**config.mk**
```make
export PLATFORM = sky130hd
export DESIGN_NAME = apb_regbank_completer
export DESIGN_NICKNAME = d
export VERILOG_FILES = /design/src/rtl/apb_pkg.sv /design/src/rtl/apb_regbank.sv /design/src/rtl/apb_regbank_completer.sv
export SDC_FILE = /design/constraint.sdc
export NUM_CORES = 1
export LEC_CHECK = 0
export BUFFER_PORTS_ARGS = -buffer_cell sky130_fd_sc_hd__buf_2
export CAP_MARGIN = 15
export CORE_AREA = 2 2 233 235
export CTS_CLUSTER_SIZE = 28
export DETAILED_ROUTE_END_ITERATION = 10
export DIE_AREA = 0 0 235 237
export GPL_TIMING_DRIVEN = 0
export PLACE_DENSITY = 0.66
export REMOVE_ABC_BUFFERS = 1
export SYNTH_ARGS = -nofsm -noshare
export SYNTH_HDL_FRONTEND = slang
export SYNTH_SLANG_ARGS = --single-unit
```
**constraint.sdc**
```tcl
create_clock -name apb_clk -period 3.5 [get_ports apb_clk]
set_clock_uncertainty 0.1 [all_clocks]
set_input_delay 0.35 -clock apb_clk [delete_from_list [all_inputs] [get_ports apb_clk]]
set_output_delay 0.35 -clock apb_clk [all_outputs]
set_load 0.005 [all_outputs]
```
**src/rtl/apb_pkg.sv**
```systemverilog
// Shared types and defaults for the APB register-bank completer.
package apb_pkg;

  localparam int APB_ADDR_W = 8;
  localparam int APB_DATA_W = 32;

  localparam logic [31:0] APB_ID_VALUE = 32'hA9B0_0001;

  // Completer transfer state.
  typedef enum logic {
    IDLE   = 1'b0,
    ACCESS = 1'b1
  } apb_state_t;

  // Reason a transfer gets an error response.
  typedef enum logic [1:0] {
    ERR_NONE  = 2'd0,
    ERR_ALIGN = 2'd1,
    ERR_RANGE = 2'd2,
    ERR_RO    = 2'd3
  } apb_err_t;

endpackage

```
**src/rtl/apb_regbank.sv**
```systemverilog
// Register storage, word-index decode, error-cause generation and read mux.
// Register 0 is the read-only ID; registers 1..NUM_REGS-1 are read/write.
module apb_regbank
  import apb_pkg::*;
#(
  parameter int                DATA_W   = APB_DATA_W,
  parameter int                ADDR_W   = APB_ADDR_W,
  parameter int                NUM_REGS = 16,
  parameter logic [DATA_W-1:0] ID_VALUE = APB_ID_VALUE
) (
  input  logic              apb_clk,
  input  logic              apb_reset,
  input  logic [ADDR_W-1:0] addr,
  input  logic              write,
  input  logic [DATA_W-1:0] wdata,
  input  logic              commit,
  input  logic              rd_en,
  output apb_err_t          err_cause,
  output logic [DATA_W-1:0] rdata
);

  localparam int IDX_W = ADDR_W - 2;
  localparam int RI_W  = $clog2(NUM_REGS);

  logic [IDX_W-1:0]  idx;
  logic              in_range;
  logic [DATA_W-1:0] regs [1:NUM_REGS-1];

  assign idx      = addr[ADDR_W-1:2];
  assign in_range = int'(idx) < NUM_REGS;

  // Error cause of the latched access, alignment first, then range, then read-only.
  always_comb begin
    err_cause = ERR_NONE;
    if (addr[1:0] != 2'b00) begin
      err_cause = ERR_ALIGN;
    end else if (!in_range) begin
      err_cause = ERR_RANGE;
    end else if (write && (idx == '0)) begin
      err_cause = ERR_RO;
    end
  end

  // Read mux: data only for a legal read at completion time, zero otherwise.
  always_comb begin
    rdata = '0;
    if (rd_en && (err_cause == ERR_NONE)) begin
      if (idx == '0) begin
        rdata = ID_VALUE;
      end else begin
        rdata = regs[idx[RI_W-1:0]];
      end
    end
  end

  // One storage word per writable register, written only on a committed legal write.
  for (genvar gi = 1; gi < NUM_REGS; gi++) begin : g_reg
    always_ff @(posedge apb_clk) begin
      if (apb_reset) begin
        regs[gi] <= '0;
      end else if (commit && (idx == IDX_W'(gi))) begin
        regs[gi] <= wdata;
      end
    end
  end

endmodule

```
**src/rtl/apb_regbank_completer.sv**
```systemverilog
// APB completer with a word-addressed register bank and programmable wait states.
// Optional macro APB_PROT_CHECK_EN enables a live-vs-latched protocol check with
// a sticky apb_prot_err flag; without it apb_prot_err is tied low.
module apb_regbank_completer
  import apb_pkg::*;
#(
  parameter int                DATA_W   = APB_DATA_W,
  parameter int                ADDR_W   = APB_ADDR_W,
  parameter int                NUM_REGS = 16,
  parameter logic [DATA_W-1:0] ID_VALUE = APB_ID_VALUE,
  parameter int                WAIT_W   = 8
) (
  input  logic              apb_clk,
  input  logic              apb_reset,
  input  logic              apb_selx,
  input  logic              apb_en,
  input  logic              apb_write,
  input  logic [ADDR_W-1:0] apb_addr,
  input  logic [DATA_W-1:0] apb_wdata,
  output logic [DATA_W-1:0] apb_rdata,
  output logic              apb_ready,
  output logic              apb_slverr,
  input  logic [WAIT_W-1:0] wait_cycle,
  output logic              apb_prot_err
);

  apb_state_t        state_reg, state_next;
  logic [WAIT_W-1:0] cnt_reg, cnt_next;
  logic [ADDR_W-1:0] addr_reg, addr_next;
  logic              write_reg, write_next;
  logic [DATA_W-1:0] wdata_reg, wdata_next;

  apb_err_t err_cause;
  logic     xfer_err;
  logic     setup;
  logic     access_en;
  logic     prot_bad;
  logic     commit;
  logic     rd_en;

  // A setup phase (select without enable) starts or restarts a transfer in either state.
  assign setup     = apb_selx && !apb_en;
  assign access_en = (state_reg == ACCESS) && apb_selx && apb_en;
  assign apb_ready = (state_reg == ACCESS) && (cnt_reg == '0);
  assign xfer_err  = (err_cause != ERR_NONE);
  assign commit    = access_en && apb_ready && write_reg && !xfer_err && !prot_bad;
  assign rd_en     = apb_ready && !write_reg && !prot_bad;
  assign apb_slverr = apb_ready && (xfer_err || prot_bad);

`ifdef APB_PROT_CHECK_EN
  logic mis_now;
  logic mis_reg;
  logic en_seen_reg;
  logic en_fall;
  logic prot_err_reg;

  assign mis_now = access_en &&
                   ((apb_addr != addr_reg) || (apb_write != write_reg) ||
                    (write_reg && (apb_wdata != wdata_reg)));
  assign en_fall = (state_reg == ACCESS) && setup && en_seen_reg;
  assign prot_bad = mis_reg || mis_now;
  assign apb_prot_err = prot_err_reg;

  // Track per-transfer mismatches and raise the sticky protocol flag.
  always_ff @(posedge apb_clk) begin
    if (apb_reset) begin
      mis_reg      <= 1'b0;
      en_seen_reg  <= 1'b0;
      prot_err_reg <= 1'b0;
    end else begin
      if (setup) begin
        mis_reg     <= 1'b0;
        en_seen_reg <= 1'b0;
      end else begin
        if (mis_now) begin
          mis_reg <= 1'b1;
        end
        if (access_en) begin
          en_seen_reg <= 1'b1;
        end
      end
      if (mis_now || en_fall) begin
        prot_err_reg <= 1'b1;
      end
    end
  end
`else
  assign prot_bad     = 1'b0;
  assign apb_prot_err = 1'b0;
`endif

  // Next state, wait counter and setup latch.
  always_comb begin
    state_next = state_reg;
    cnt_next   = cnt_reg;
    addr_next  = addr_reg;
    write_next = write_reg;
    wdata_next = wdata_reg;
    if (setup) begin
      state_next = ACCESS;
      cnt_next   = wait_cycle;
      addr_next  = apb_addr;
      write_next = apb_write;
      wdata_next = apb_wdata;
    end else if (state_reg == ACCESS) begin
      if (!apb_selx) begin
        state_next = IDLE;
      end else if (apb_ready) begin
        state_next = IDLE;
      end else begin
        cnt_next = cnt_reg - WAIT_W'(1);
      end
    end
  end

  // State and latch registers.
  always_ff @(posedge apb_clk) begin
    if (apb_reset) begin
      state_reg <= IDLE;
      cnt_reg   <= '0;
      addr_reg  <= '0;
      write_reg <= 1'b0;
      wdata_reg <= '0;
    end else begin
      state_reg <= state_next;
      cnt_reg   <= cnt_next;
      addr_reg  <= addr_next;
      write_reg <= write_next;
      wdata_reg <= wdata_next;
    end
  end

  apb_regbank #(
    .DATA_W   (DATA_W),
    .ADDR_W   (ADDR_W),
    .NUM_REGS (NUM_REGS),
    .ID_VALUE (ID_VALUE)
  ) u_regbank (
    .apb_clk   (apb_clk),
    .apb_reset (apb_reset),
    .addr      (addr_reg),
    .write     (write_reg),
    .wdata     (wdata_reg),
    .commit    (commit),
    .rd_en     (rd_en),
    .err_cause (err_cause),
    .rdata     (apb_rdata)
  );

endmodule

```
# Word level (Yosys, flattened, before mapping)
# Memories as Yosys holds them, arrays and structs flattened. A register that Yosys moved wholly into a read port is not among the register bits.
# Cells that the tools add are included.
dict set report totals {
  mem_count 1
  in_bits 53
  mem_bits_ro 0
  latch_bits 0
  ff_bits 50
  out_inout_bits 35
  ram_bits 480
  wordCells 153
}
# memory depth word_bits rd rd_clocked_by_memory_dff wr line
set mem_list {}
lappend mem_list {u_regbank.regs 15 32 1 1 15 apb_regbank.sv:27} ;# logic [DATA_W-1:0] regs [1:NUM_REGS-1];
dict set report classes {
  mux 77
  n_mul 0
  shift 0
  reduce_logical 37
  n_eq_ne 16
  magnitude_cmp 1
  n_bitwise 15
  add_sub_neg 1
  n_div 0
}
# operator count
set ops {}
lappend ops {{32-bit two-way mux} 17}
lappend ops {{1-bit two-way mux} 51}
lappend ops {{6-bit by 4-bit equality test with 1-bit output (second input constant)} 8}
lappend ops {{8-bit two-way mux} 4}
lappend ops {{1-bit logical AND} 26}
lappend ops {{6-bit by 3-bit equality test with 1-bit output (second input constant)} 4}
lappend ops {{1-bit bitwise OR} 15}
lappend ops {{6-bit by 2-bit equality test with 1-bit output (second input constant)} 2}
lappend ops {{8-bit zero test} 1}
lappend ops {{4-bit two-way mux} 2}
lappend ops {{2-bit nonzero test} 4}
lappend ops {{8-bit by 1-bit subtractor with 8-bit output (second input constant)} 1}
lappend ops {{6-bit by 1-bit equality test with 1-bit output (second input constant)} 1}
lappend ops {{6-bit zero test} 1}
lappend ops {{6-bit by 5-bit < comparator with 1-bit output (second input constant)} 1}
lappend ops {{2-bit two-way mux} 3}
lappend ops {{1-bit zero test} 3}
lappend ops {{3-bit AND reduction} 1}
lappend ops {{2-bit zero test} 1}
lappend ops {{2-bit by 1-bit != test with 1-bit output (second input constant)} 1}

# Logic depth before layout (Yosys ltp)
dict set report depth {
  word_depth 13
  ltp_mapped 9
  depth_no_buf 6
}

# Hierarchy
# Synthesis repeated with hierarchy kept, for this count alone.
dict set report hier_totals {
  hier_cells 1783
  hier_area_um2 24164.4
}
# module area_each_um2 instances cells_per_inst seq_area_each_um2
set modules_own_cells {}
lappend modules_own_cells {apb_regbank 22117.5 1 1524 14413.8}
lappend modules_own_cells {apb_regbank_completer 2047.0 1 259 1001.0}

# Least setup slack after synthesis
# No wires, ideal clock.
dict set report synth_timing {
  path_kind {register to register}
  from {reg cnt_reg[0]}
  to {mem u_regbank.regs[1][0] (netlist name) (enable)}
  setup_ns 0.388
  synth_period_minus_slack_ns 2.705
  t_required_ns 3.012
  path_stages_with_launch 8
  setup_slack_ns 0.795
  n_path_buf 1
  t_arrival_ns 2.217
  path_cell_list {dfxtp_1 inv_1 ha_1 nor4b_4 and4_1 buf_4 and2_1 a21o_1}
}
# item line
set synth_lines {}
lappend synth_lines {{from (decl)} apb_regbank_completer.sv:28} ;# logic [WAIT_W-1:0] cnt_reg, cnt_next;
lappend synth_lines {{from (signal assigned)} apb_regbank_completer.sv:126} ;# cnt_reg <= cnt_next;
lappend synth_lines {{to (decl)} apb_regbank.sv:27}

# Worst setup path in the final report
dict set report layout_timing {
  from {reg addr_reg[6]}
  to {out apb_rdata[4]}
}
dict set report layout_between {
  elab_chain_cells 8
  word_cells_on_any_way 10
  classes_between {order compare: 1; mux: 5; reduce/logical: 4}
}
# item line
set layout_rtl {}
lappend layout_rtl {{from (decl)} apb_regbank_completer.sv:29} ;# logic [ADDR_W-1:0] addr_reg, addr_next;
lappend layout_rtl {{from (signal assigned)} apb_regbank_completer.sv:127} ;# addr_reg <= addr_next;
lappend layout_rtl {{branches (longest 7 deep; another with 6-bit by 5-bit < comparator with 1-bit output)} --}
lappend layout_rtl {{32-bit two-way mux *} apb_regbank.sv:47} ;# if (rd_en && (err_cause == ERR_NONE)) begin
lappend layout_rtl {{to (decl)} apb_regbank_completer.sv:20} ;# output logic [DATA_W-1:0] apb_rdata,
# Mark *: on every way between the ends.

==> insert_results.sql <==
INSERT INTO impl_metrics (metric_group, metric, value, unit) VALUES
('logic_synthesis', 'syn_inst', '1842', ''),
('final_layout', 'finish.net_count', '2002', ''),
('clocking', 'numCtsBuffers', '55', ''),
('logic_synthesis', 'post-synth-top-count-cell', 'sky130_fd_sc_hd__nor2_1', ''),
('final_layout', 'final_layout_size_suffix_gt1_share', '18.9', '%'),
('logic_synthesis', 'share_of_synthesized_registers_carrying_an_async_set_or_reset', '0', '%'),
('route', 'ant_nets', '0', ''),
('die', 'design.die.area', '55700', 'sq um'),
('placed_design', 'final_weighted_congestion_in_routability_driven_placement', '0.791', ''),
('global_route', 'grt_pass1_vias', '16300', ''),
('setup_path', 'r2r.worst_path.cells', '8', ''),
('min_path', 'timing.hold.worst_path_depth', '3', ''),
('global_route', 'pin_count_of_the_biggest_net_entering_global_routing', '72', ''),
('route', 'drt-vias-per-instance', '6.04', ''),
('timing', 'setup_violations', '0', ''),
('logic_synthesis', 'yosys_register_bits', '534', ''),
('timing', 'worst-slew-pin-transition', '0.965', 'ns'),
('final_layout', 'area.growth.synth_to_final', '17.5', '%'),
('logic_synthesis', 'synthesis.area', '23700', 'sq um'),
('setup_path', 'worst-path-max-fanout', '37', ''),
('run_status', 'status', 'completed', ''),
('final_layout', 'final_util', '52.3', '%'),
('logic_synthesis', 'synth_largest_area_cell', 'sky130_fd_sc_hd__edfxtp_1', ''),
('clocking', 'clock_insertion_delay_worst_skew', '0.61', 'ns'),
('power', 'ir_worst_vdd', '387', 'uV'),
('route', 'wl', '68.8', 'mm'),
('placed_design', 'dp.final_hpwl', '39.7', 'mm'),
('clocking', 'cts_sinks', '534', ''),
('logic_synthesis', 'postSynth.topFlopCell', 'sky130_fd_sc_hd__edfxtp_1', ''),
('timing', 'fin_crit_sh', '99.1', '%'),
('clocking', 'cts-root-buf', 'sky130_fd_sc_hd__clkbuf_16', ''),
('route', 'initialDrtViolationCount', '2127', ''),
('power', 'total_leakage_power', '9.26', 'nW'),
('global_route', 'global_route.usage.total', '24.5', '%'),
('logic_synthesis', 'synth.yosys.warnings', '0', ''),
('clocking', 'h-tree-depth', '2', ''),
('global_route', 'grt_first_pass_wirelength', '101', 'mm'),
('logic_synthesis', 'ys_top_cells_by_area', 'sky130_fd_sc_hd__edfxtp_1, sky130_fd_sc_hd__mux4_2, sky130_fd_sc_hd__nor2_1', ''),
('die', 'die_height', '237', 'microns'),
('route', 'drt_first_pass_iters', '6', ''),
('route', 'remaining_drc_errors', '0', ''),
('die', 'coreArea', '53300', 'sq um'),
('timing', 'finalHoldViolCount', '0', ''),
('final_layout', 'num_antenna_cells', '0', ''),
('logic_synthesis', 'post_synth_num_cell_types', '53', ''),
('timing', 'min_period', '3.47', 'ns'),
('timing', 'slew_headroom', '35.6', '%'),
('logic_synthesis', 'synth.yosys.seq_area_share', '65.3', '%'),
('placed_design', 'io_buffers', '86', ''),
('final_layout', 'number_of_flip_flops_under_the_largest_register_name', '480', ''),
('setup_path', 'arrival', '3.02', 'ns'),
('logic_synthesis', 'syn_area_per_cell', '12.9', 'sq um'),
('timing', 'maxClockFrequency', '288', 'MHz'),
('route', 'vias_after_detailed_routing', '16200', ''),
('power', 'powerDensity', '502', 'nW/um^2'),
('clocking', 'clock_path_buffers', '3', ''),
('logic_synthesis', 'synth_top_area_share', '60.8', '%'),
('logic_synthesis', 'synthTopCellsByCount', 'sky130_fd_sc_hd__nor2_1, sky130_fd_sc_hd__edfxtp_1, sky130_fd_sc_hd__nand2_1', ''),
('setup_path', 'crit_required', '3.05', 'ns'),
('die', 'initial_utilization', '44.5', '%'),
('global_route', 'grt_overflow', '0', ''),
('setup_path', 'cp_endpoint_kind', 'output pin', ''),
('timing', 'grt_setup_unrepaired', 'no', ''),
('die', 'rows', '85', ''),
('timing', 'drv_slew', '0', ''),
('flow_run', 'max_cap_viols', '0', ''),
('setup_path', 'critical_path.startpoint_type', 'flip-flop', ''),
('min_path', 'hold_path.class', 'in2reg', ''),
('die', 'chipWidth', '235', 'microns'),
('clocking', 'clock_tree_from_tritoncts', 'done', ''),
('timing', 'final.setup.tns', '0', 'ns'),
('clocking', 'worst_setup_hold_path_clk_slew', '0.06', 'ns'),
('logic_synthesis', 'synth_enable_flop_cells', '480', ''),
('global_route', 'grt_antenna_before_repair', '0', ''),
('die', 'io-pin-count', '88', ''),
('setup_path', 'criticalPathCategory', 'reg2out', ''),
('route', 'detailed_route_wire_length_per_cell', '25.6', 'microns');
-- metal layers --
| layer | wire length (microns) | track usage (%) | vias to the layer above |
|---|---|---|---|
| li1 | - | - | 6939 |
| met1 | 27400 | 35.0 | 8110 |
| met2 | 31200 | 37.9 | 1032 |
| met3 | 8090 | 5.12 | 153 |
| met4 | 2020 | 7.71 | 0 |
| met5 | 0 | 0 | - |
-- power by group --
part	leakage, nW	internal (W)	switching (W)
clock	0.850	0.00329	0.00244
sequential	5.41	0.00714	0.000127
combinational	3.00	0.000418	0.000590
total	9.26	0.0108	0.00316
-- kinds of logic (layout without fill, tap and decap cells) --
logic type      count (synthesis)  count (layout)  share of synthesized area, %
xor+xnor                        1               1                        0.0369
compound gates                160             160                          4.50
fa+ha+maj                       1               1                        0.0527
other cells                     1               1                        0.0158
buf+inv                       151             299                          3.12
flops                         534             534                          65.3
mux                           153             153                          11.6
simple gates                  841             842                          15.4
-- layout by cell type, fill, tap and decap left out, drive strengths merged, types with 15 or more instances in the layout --
master       count
mux4            96
dlygate4sd3     49
nor2           522
mux2i           49
nand3          101
edfxtp         480
dfxtp           54
a211oi          18
a21oi           58
nand2b          37
nand2          120
a22oi           15
buf            146
and3            21
clkbuf          78
clkinv          17
a211o           16
-- final cells by class --
type | count | area, sq um
Timing Repair Buffer | 197 | 2130
Fill cell | 4385 | 25400
Multi-Input combinational cell | 1158 | 7610
Sequential cell | 534 | 15500
Clock buffer | 78 | 1560
Inverter | 2 | 7.51
Clock inverter | 22 | 181
Tap cell | 696 | 871
-- critical path: stages (launching register included) --
cell	delay, ns
sky130_fd_sc_hd__dfxtp_2	0.50
sky130_fd_sc_hd__nor2_4	0.09
sky130_fd_sc_hd__buf_12	0.18
sky130_fd_sc_hd__and3_2	0.33
sky130_fd_sc_hd__nor4_4	0.39
sky130_fd_sc_hd__buf_6	0.23
sky130_fd_sc_hd__buf_8	0.20
sky130_fd_sc_hd__a21boi_1	0.29
sky130_fd_sc_hd__buf_2	0.18
-- worst paths after layout --
| check | from | slack, ns | to |
|---|---|---|---|
| max | addr_reg[6] | 0.03 | apb_rdata[4] |
| min | apb_en | 0.03 | cnt_reg[7] |
| max reg2reg | cnt_reg[0] | 0.14 | u_regbank.regs[12][13] |
| min reg2reg | cnt_reg[0] | 0.39 | cnt_reg[0] |
-- what timing repair did --
item                                    in CTS  in global routing
endpoints found under the setup margin      77                 47
pin swaps                                    2                  1
resized for setup                           16                  6
cloned                                       4                  0
setup buffers                                4                  4
hold buffers                                49                  0
endpoints found under the hold margin       53                  0
-- stage by stage --
step	instance area, sq um	std cells	hold WS [ns]	setup slack (ns)	power (W)
floorplan	23000	1693	0.319	-3.27	0.00790
CTS	27800	2683	0.00228	0.00255	0.0141
finish	27900	2687	0.0298	0.0298	0.0140
detailed placement	25400	2526	0.353	-0.112	0.00832
global placement	24300	2475	0.353	-6.29	0.00828
global route	27900	2687	0.0362	0.00931	0.0144
Note: power is estimated with default switching activity, not from simulation.
